File: src/rtl/hazard_stall_unit_pkg.sv
// Shared pipeline definitions for the hazard/stall control unit.
//   - stallState_e : control FSM states (RUN, LSTALL, MWAIT)
//   - stallCtrl_t  : bundle of pipeline hold/flush/freeze enables
//   - CTRL_*       : canonical control words (normal flow, NOP bubble,
//                    full freeze, reset)
//   - RW_DEFAULT   : default register-index width
package hazard_stall_unit_pkg;

    localparam int RW_DEFAULT = 5;

    typedef enum logic [1:0] {
        RUN    = 2'd0,
        LSTALL = 2'd1,
        MWAIT  = 2'd2
    } stallState_e;

    typedef struct packed {
        logic pcWrite;
        logic ifIdWrite;
        logic idExBubble;
        logic ifIdFlush;
        logic pipeFreeze;
    } stallCtrl_t;

    // Instructions flow freely.
    localparam stallCtrl_t CTRL_NORMAL = '{pcWrite: 1'b1, ifIdWrite: 1'b1,
                                           idExBubble: 1'b0, ifIdFlush: 1'b0,
                                           pipeFreeze: 1'b0};
    // Hold PC and IF/ID, inject a NOP into ID/EX.
    localparam stallCtrl_t CTRL_BUBBLE = '{pcWrite: 1'b0, ifIdWrite: 1'b0,
                                           idExBubble: 1'b1, ifIdFlush: 1'b0,
                                           pipeFreeze: 1'b0};
    // Hold every pipeline register while data memory is busy.
    localparam stallCtrl_t CTRL_FREEZE = '{pcWrite: 1'b0, ifIdWrite: 1'b0,
                                           idExBubble: 1'b0, ifIdFlush: 1'b0,
                                           pipeFreeze: 1'b1};
    // During reset the front end holds and ID/EX is filled with NOPs.
    localparam stallCtrl_t CTRL_RESET  = CTRL_BUBBLE;

endpackage

File: src/rtl/hazard_stall_unit_match.sv
// Register-dependency comparator (hazard_match).
// Ports:
//   exRd   in  RW  destination register of the EX-stage instruction
//   idRs   in  RW  rs source of the ID-stage instruction
//   idRt   in  RW  rt source of the ID-stage instruction
//   usesRt in  1   the ID-stage instruction actually reads rt
//   match  out 1   ID-stage instruction depends on the EX-stage result
// Register 0 is hard-wired zero and therefore never creates a dependency.
module hazard_match
    import hazard_stall_unit_pkg::*;
#(
    parameter int RW = RW_DEFAULT
) (
    input  logic [RW-1:0] exRd,
    input  logic [RW-1:0] idRs,
    input  logic [RW-1:0] idRt,
    input  logic          usesRt,
    output logic          match
);

    assign match = (exRd != '0) && ((exRd == idRs) || (usesRt && (exRd == idRt)));

endmodule

File: src/rtl/hazard_stall_unit.sv
// Pipeline hazard / stall control unit.
// Detects load-use and ALU-to-branch hazards between the EX and ID stages,
// freezes the pipeline while data memory is busy, and issues the IF/ID flush
// for taken branches resolved in ID.
// Ports:
//   clk, rst_n                    clock, asynchronous active-low reset
//   id_ex_mem_read/reg_write/rd   EX-stage instruction info
//   if_id_rs/rt/uses_rt/branch    ID-stage instruction info
//   branch_taken                  ID-stage branch resolved taken
//   mem_busy                      data memory stalls this cycle
//   pc_write, if_id_write         hold-enables (0 = hold)
//   id_ex_bubble                  insert NOP into ID/EX
//   if_id_flush                   zero IF/ID on the next edge
//   pipe_freeze                   freeze every pipeline register
//   stall_events                  saturating count of cycles with pc_write=0
module hazard_stall_unit
    import hazard_stall_unit_pkg::*;
#(
    parameter int RW         = RW_DEFAULT,
    parameter int LOAD_STALL = 1,
    parameter int BR_IN_ID   = 1,
    parameter int CW         = 16
) (
    input  logic          clk,
    input  logic          rst_n,
    input  logic          id_ex_mem_read,
    input  logic          id_ex_reg_write,
    input  logic [RW-1:0] id_ex_rd,
    input  logic [RW-1:0] if_id_rs,
    input  logic [RW-1:0] if_id_rt,
    input  logic          if_id_uses_rt,
    input  logic          if_id_branch,
    input  logic          branch_taken,
    input  logic          mem_busy,
    output logic          pc_write,
    output logic          if_id_write,
    output logic          id_ex_bubble,
    output logic          if_id_flush,
    output logic          pipe_freeze,
    output logic [CW-1:0] stall_events
);

    // Remaining bubbles after the first one, which is issued from RUN.
    localparam logic [1:0] LOAD_CNT = 2'(LOAD_STALL - 1);

    stallState_e state, nextState;
    logic [1:0]  cnt, nextCnt;
    stallCtrl_t  ctrl, ctrlOut;
    logic        match, loadHaz, brHaz;

    function automatic logic [CW-1:0] satInc(input logic [CW-1:0] v);
        return (&v) ? v : v + CW'(1);
    endfunction

    hazard_match #(.RW(RW)) uMatch (
        .exRd   (id_ex_rd),
        .idRs   (if_id_rs),
        .idRt   (if_id_rt),
        .usesRt (if_id_uses_rt),
        .match  (match)
    );

    assign loadHaz = id_ex_mem_read && match;
    assign brHaz   = (BR_IN_ID != 0) && if_id_branch && id_ex_reg_write
                     && !id_ex_mem_read && match;

    always_comb begin
        ctrl      = CTRL_NORMAL;
        nextState = state;
        nextCnt   = cnt;
        case (state)
            LSTALL: begin
                if (mem_busy) begin
                    // Memory stall wins; the pending bubbles are dropped and
                    // the hazard is re-evaluated once memory is free.
                    ctrl      = CTRL_FREEZE;
                    nextState = MWAIT;
                    nextCnt   = '0;
                end else begin
                    ctrl    = CTRL_BUBBLE;
                    nextCnt = cnt - 2'd1;
                    if (cnt == 2'd1) begin
                        nextState = RUN;
                    end
                end
            end
            default: begin
                // RUN, and the MWAIT exit cycle: the pipeline registers did
                // not move during the freeze, so the hazard inputs are still
                // live and must be evaluated normally here.
                if (mem_busy) begin
                    ctrl      = CTRL_FREEZE;
                    nextState = MWAIT;
                end else begin
                    nextState = RUN;
                    if (loadHaz) begin
                        ctrl = CTRL_BUBBLE;
                        if (LOAD_STALL > 1) begin
                            nextState = LSTALL;
                            nextCnt   = LOAD_CNT;
                        end
                    end else if (brHaz) begin
                        ctrl = CTRL_BUBBLE;
                    end else begin
                        // A taken branch is only honoured on a stall-free cycle.
                        ctrl.ifIdFlush = branch_taken;
                    end
                end
            end
        endcase
    end

    // Reset forces the front end to hold and ID/EX to NOPs immediately.
    assign ctrlOut      = rst_n ? ctrl : CTRL_RESET;
    assign pc_write     = ctrlOut.pcWrite;
    assign if_id_write  = ctrlOut.ifIdWrite;
    assign id_ex_bubble = ctrlOut.idExBubble;
    assign if_id_flush  = ctrlOut.ifIdFlush;
    assign pipe_freeze  = ctrlOut.pipeFreeze;

    always_ff @(posedge clk or negedge rst_n) begin
        if (!rst_n) begin
            state        <= RUN;
            cnt          <= '0;
            stall_events <= '0;
        end else begin
            state <= nextState;
            cnt   <= nextCnt;
            if (!ctrl.pcWrite) begin
                stall_events <= satInc(stall_events);
            end
        end
    end

endmodule
File: config.mk
export PLATFORM = sky130hd
export DESIGN_NAME = hazard_stall_unit
export DESIGN_NICKNAME = d
export VERILOG_FILES = /design/src/rtl/hazard_stall_unit_pkg.sv /design/src/rtl/hazard_stall_unit_match.sv /design/src/rtl/hazard_stall_unit.sv
export SDC_FILE = /design/constraint.sdc
export NUM_CORES = 1
export LEC_CHECK = 0
export ABC_AREA = 1
export BUFFER_PORTS_ARGS = -buffer_cell sky130_fd_sc_hd__clkbuf_2
export CAP_MARGIN = 20
export CORE_MARGIN = 2
export CORE_UTILIZATION = 50
export CTS_CLUSTER_DIAMETER = 50
export DETAILED_ROUTE_END_ITERATION = 10
export HOLD_SLACK_MARGIN = 0.12
export PLACE_DENSITY = 0.8
export SLEW_MARGIN = 25
export SYNTH_ARGS = -nofsm -noshare
export SYNTH_HDL_FRONTEND = slang
export SYNTH_SLANG_ARGS = --single-unit
File: constraint.sdc
create_clock -name clk -period 2.8 [get_ports clk]
set_clock_uncertainty 0.2 [all_clocks]
set_input_delay 0.84 -clock clk [delete_from_list [all_inputs] [get_ports clk]]
set_output_delay 0.84 -clock clk [all_outputs]
set_load 0.005 [all_outputs]
## Word level (Yosys, flattened, before mapping)

Index checks and enable logic that the tools add are counted.
Widths: inputs -> output; s select.

| operators by class | value |
|---|---|
| $add $sub $neg | 2 |
| equal/unequal tests | 5 |
| muxes and demuxes | 12 |
| bitwise operators | 2 |
| reduce and logical (&&, ||, !) cells | 11 |

Operators with widths:

| kind | number |
|---|---|
| $mux 5 | 4 |
| $add 16x1->16 const B | 1 |
| $reduce_and 16->1 | 1 |
| $eq 5x5->1 | 2 |
| $mux 2 | 5 |
| $logic_and 1x1->1 | 6 |
| $mux 3 | 2 |
| $reduce_bool 5->1 | 1 |
| $eq 2x1->1 const B | 2 |
| $ne 3x3->1 const B | 1 |
| $not 1->1 | 2 |
| $reduce_and 2->1 | 1 |
| $sub 2x1->2 const B | 1 |
| $logic_not 1->1 | 1 |
| $logic_or 1x1->1 | 1 |
| $mux 1 | 1 |

| storage, ports and cells | value |
|---|---|
| register bits | 20 |
| output and inout bits | 21 |
| logic and storage cells | 35 |

## Logic depth before layout (Yosys ltp)

| depth | value |
|---|---|
| depth after elaboration | 11 |
| mapped depth | 12 |
| depth with buffers taken out | 11 |

## By module

From an unflattened synthesis, not the netlist that was laid out.

| unflattened totals | value |
|---|---|
| cell total of the unflattened synthesis | 210 |
| area, all modules | 1365.1 µm² |

Modules (own cells, without submodules):

| module | instances | cells each | area an instance (µm²) |
|---|---|---|---|
| hazard_stall_unit | 1 | 160 | 1166.1 |
| hazard_match | 1 | 50 | 198.9 |

## Worst setup path before layout

OpenSTA, ideal clock, no wires.

| path | value |
|---|---|
| path kind | input to output |
| start point | input if_id_rt[4] |
| end point | output pc_write |
| arrival time | 1855 ps |
| required time | 1760 ps |
| setup slack | -95 ps |
| cell stages on the path | 12 |
| buffers on the path | 3 |
| path through | inv_1 > nand2_1 > nand2_1 > nor2_1 > nand3_1 > nand2_1 > nand2_1 > nand2_2 > buf_4 > buf_4 > nor2_1 > buf_4 |

| between the ends | value |
|---|---|
| longest elaborated chain between the ends | 10 |
| elaborated cells between the ends (all ways) | 11 |

RTL lines:

| element | RTL line | text |
|---|---|---|
| start: declaration | hazard_stall_unit.sv:30 | `input logic [RW-1:0] if_id_rt,` |
| $eq 5x5->1 (*) | hazard_stall_unit_match.sv:21 | `assign match = (exRd != '0) && ((exRd == idRs) \|\| (usesRt && (exRd == idRt)));` |
| $logic_and 1x1->1 (*) | hazard_stall_unit_match.sv:21 |  |
| $logic_or 1x1->1 (*) | hazard_stall_unit_match.sv:21 |  |
| $logic_and 1x1->1 (*) | hazard_stall_unit_match.sv:21 |  |
| $logic_and 1x1->1 | hazard_stall_unit.sv:65 | `&& !id_ex_mem_read && match;` |
| $mux 3 | hazard_stall_unit.sv:102 | `end else if (brHaz) begin` |
| $mux 5 (*) | hazard_stall_unit.sv:96 | `if (loadHaz) begin` |
| $mux 5 (*) | hazard_stall_unit.sv:91 | `if (mem_busy) begin` |
| $mux 5 (*) | hazard_stall_unit.sv:71 | `case (state)` |
| $mux 5 (*) | hazard_stall_unit.sv:114 | `assign ctrlOut = rst_n ? ctrl : CTRL_RESET;` |
| end: declaration | hazard_stall_unit.sv:35 | `output logic pc_write,` |

Mark *: on every way between the ends. The rest lies on a longest branch, timed or not.

## Final worst setup path

| path | value |
|---|---|
| start point | input id_ex_rd[4] |
| end point | output if_id_flush |

| between the ends | value |
|---|---|
| longest elaborated chain between the ends | 10 |
| elaborated cells between the ends (all ways) | 13 |

RTL lines:

| element | RTL line | text |
|---|---|---|
| start: declaration | hazard_stall_unit.sv:28 | `input logic [RW-1:0] id_ex_rd,` |
| $eq 5x5->1 | hazard_stall_unit_match.sv:21 |  |
| $logic_and 1x1->1 | hazard_stall_unit_match.sv:21 |  |
| $logic_or 1x1->1 | hazard_stall_unit_match.sv:21 |  |
| $logic_and 1x1->1 (*) | hazard_stall_unit_match.sv:21 |  |
| $logic_and 1x1->1 | hazard_stall_unit.sv:65 |  |
| $mux 1 | hazard_stall_unit.sv:102 |  |
| $mux 5 (*) | hazard_stall_unit.sv:96 |  |
| $mux 5 (*) | hazard_stall_unit.sv:91 |  |
| $mux 5 (*) | hazard_stall_unit.sv:71 |  |
| $mux 5 (*) | hazard_stall_unit.sv:114 |  |
| end: declaration | hazard_stall_unit.sv:38 | `output logic if_id_flush,` |

Marks and branches as above.

==> flow_summary.yaml <==
outcome:
  outcome: "complete, no violations"
worst_setup_path:
  crit_family: "simple AND/OR/NAND/NOR gates"
  crit_type: "in -> out"
  worstPathMaxFanout: 4
  required_ns: 1.76
  end_kind: "output port"
  cp.arrival_ns: 1.70
  cp_common_cell: "inv_2"
  worstSetupStartpointType: "input pin"
  path_cells: "buf_6 -> inv_2 -> nand3_1 -> o22ai_1 -> inv_2 -> nand2_1 -> nand2_2 -> nor3_2 -> buf_2"
  critical_path.n_buffers_inverters: 4
  cp_slowest_cell: "o22ai_1"
  slowest_delay_ns: 0.15
yosys:
  synthArstFlopShare: 1.00
  synthDistinctLibCells: 24
  synth_edf_count: 0
  ys_ff_latch: 16
  synth_top_family_by_area: "simple AND/OR/NAND/NOR gates"
  syn-cell-area_sq_mm: 0.00127
  synthAdderAreaFrac: 0.00988
  synthXorXnorAreaFrac: 0.0899
  synth_ff_type: "dfrtp_1"
  yosys-top-cells-count: "nand2_1 (76), nand3_1 (25), inv_1 (22)"
  synth-seq-area-share: 0.316
  syn_area_per_cell_sq_um: 6.59
  synth.most_common_cell: "nand2_1"
  synth_simple_gate_area_share: 0.464
  yosysWarnings: 0
  synthCells: 192
  yosysTopAreaCell: "dfrtp_1"
  synthMuxAreaShare: 0
  synth_top_area_share: 0.316
  synth-compound-area-share: 0.00889
  synthesis.nets: 216
  synth_area_leaders: "dfrtp_1 (32%), nand2_1 (23%), nand3_1 (9.9%), inv_1 (6.5%), xor2_1 (5.5%)"
cts:
  clkSinkCount: 16
  cts_buffers: 3
  insertion_delay_ns: 0.29
  cts_post_setup_buffers_inserted: 0
  cts_tree: "done"
  cts_buffer_depth: 2
  clock-root-buffer: "clkbuf_4"
  htree_levels: 1
  clk_pin_slew_ns: 0.10
sta:
  drv_slew: 0
  setup_viol: 0
  worst_slew_pin_slew_ns: 0.311
  maxSlewHeadroom: 0.792
  fmax_ghz: 0.365
  hold_viol_final: 0
  fin_ws_ns: 0.0636
  period_needed_ns: 2.74
  period_share: 0.977
global_route:
  antenna_found_initial: 0
  grtUsageTotal: 0.219
  grt_max_degree: 19
  grt-ovfl-total: 0
  grt_pass1_vias: 1122
  grt_first_pass_wirelength_um: 4730
drt:
  wl_per_cell_um: 11.2
  first_iter_violations: 28
  firstDrtPassIters: 4
  wl_um: 3000
  drt-vias-per-instance: 4.93
  detail-route-antenna-nets: 0
  dr_total_vias: 1317
  drc_errors: 0
power_and_ir_drop:
  p_per_area_mw_per_mm2: 408
  leakage_nw: 0.934
  ir_worst_vdd_v: 0.000384
final_layout:
  layout-drive-gt1-share: 0.371
  reg_top3: "stall_events x16"
  final_area_sq_mm: 0.00166
  largest_register_ffs: 16
  top_register: "stall_events"
  nNetsFinal: 262
  synthToLayoutAreaGrowth_pct: 30.9
  antenna_cells: 0
  nFillCells: 225
placement:
  post-place-ws_ns: 0.0388
  place_area_sq_mm: 0.00151
  dp_hpwl_um: 2200
  portBuffers: 43
  place_congestion: 0.869
run:
  timing.max_cap.violations: 0
floorplan:
  dieArea_sq_mm: 0.00295
  core_area_sq_mm: 0.00243
  ios: 44
  die_w_um: 54.3
  dieHeight_um: 54.3
  rows: 18
  start_util: 0.521
min_path:
  hold_path_class: "in -> async"
==> worst paths after layout <==
kind	to	cells past startpoint	slack (ns)	startpoint
worst max-delay path	if_id_flush	9	0.06	id_ex_rd[4]
worst min-delay path	stall_events[2]$_DFFE_PN0P_	2	0.27	rst_n
worst max register to register	stall_events[15]$_DFFE_PN0P_	9	0.79	stall_events[0]$_DFFE_PN0P_
worst min register to register	stall_events[15]$_DFFE_PN0P_	2	0.34	stall_events[15]$_DFFE_PN0P_
max in group asynchronous	stall_events[6]$_DFFE_PN0P_	2	1.97	rst_n
min in group clk	stall_events[15]$_DFFE_PN0P_	2	0.34	stall_events[15]$_DFFE_PN0P_
==> area by class of cell <==
type | count | area [sq um] | area share
multi-input cells | 144 | 781 | 0.471
flip-flops and latches | 16 | 400 | 0.242
repair buffers | 46 | 294 | 0.177
inverters | 27 | 109 | 0.0657
well taps | 30 | 37.5 | 0.0226
clock buffers | 4 | 36.3 | 0.0219
==> power by group <==
| part | internal [W] | total (W) | switching [W] |
|---|---|---|---|
| logic | 0.000103 | 0.000208 | 0.000105 |
| clock network | 0.0000791 | 0.000155 | 0.0000757 |
| registers | 0.000263 | 0.000313 | 0.0000505 |
==> metrics by stage <==
stage                     cells   util  setup TNS (ns)  total power [W]  hold slack, ns
after floorplan             192      -               0         0.000426           0.304
after global placement      263  0.621               0         0.000500           0.309
after detailed placement    263  0.621               0         0.000507           0.317
after CTS                   267  0.636               0         0.000663           0.275
after global routing        267  0.682         -0.0205         0.000724           0.266
final                       267  0.682               0         0.000676           0.275
==> cell families (layout without fill, tap and decap cells) <==
| logic type | count (synthesis) | after routing |
|---|---|---|
| simple gates | 128 | 128 |
| flops | 16 | 16 |
| buf+inv | 32 | 77 |
| compound gates | 2 | 2 |
| xor+xnor | 13 | 13 |
| fa+ha+maj | 1 | 1 |
==> repair_timing <==
action | 4_1_cts | 5_1_grt
gates resized for setup | 0 | 48
setup endpoints to repair | 0 | 4
hold buffers | 0 | 0
==> cell usage in the layout, fill, tap and decap left out, drive strengths merged <==
cell type | netlist | layout
clkbuf | 0 | 36
nor3b | 1 | 1
nor4 | 1 | 1
o22ai | 1 | 1
nand2 | 80 | 80
inv | 27 | 27
buf | 5 | 14
ha | 1 | 1
o21ai | 1 | 1
dfrtp | 16 | 16
nor2 | 14 | 14
xor2 | 8 | 8
nor3 | 5 | 5
nand4 | 1 | 1
nand3 | 26 | 26
xnor2 | 5 | 5
==> routing by layer <==
metal / global-route usage / wire [um] / up-vias
met5: 0 / 0 / -
met4: 0.0417 / 18 / 0
met3: 0.0601 / 165 / 2
met2: 0.353 / 1510 / 34
met1: 0.293 / 1300 / 596
li1: - / - / 685
(Power assumes the default switching activity.)
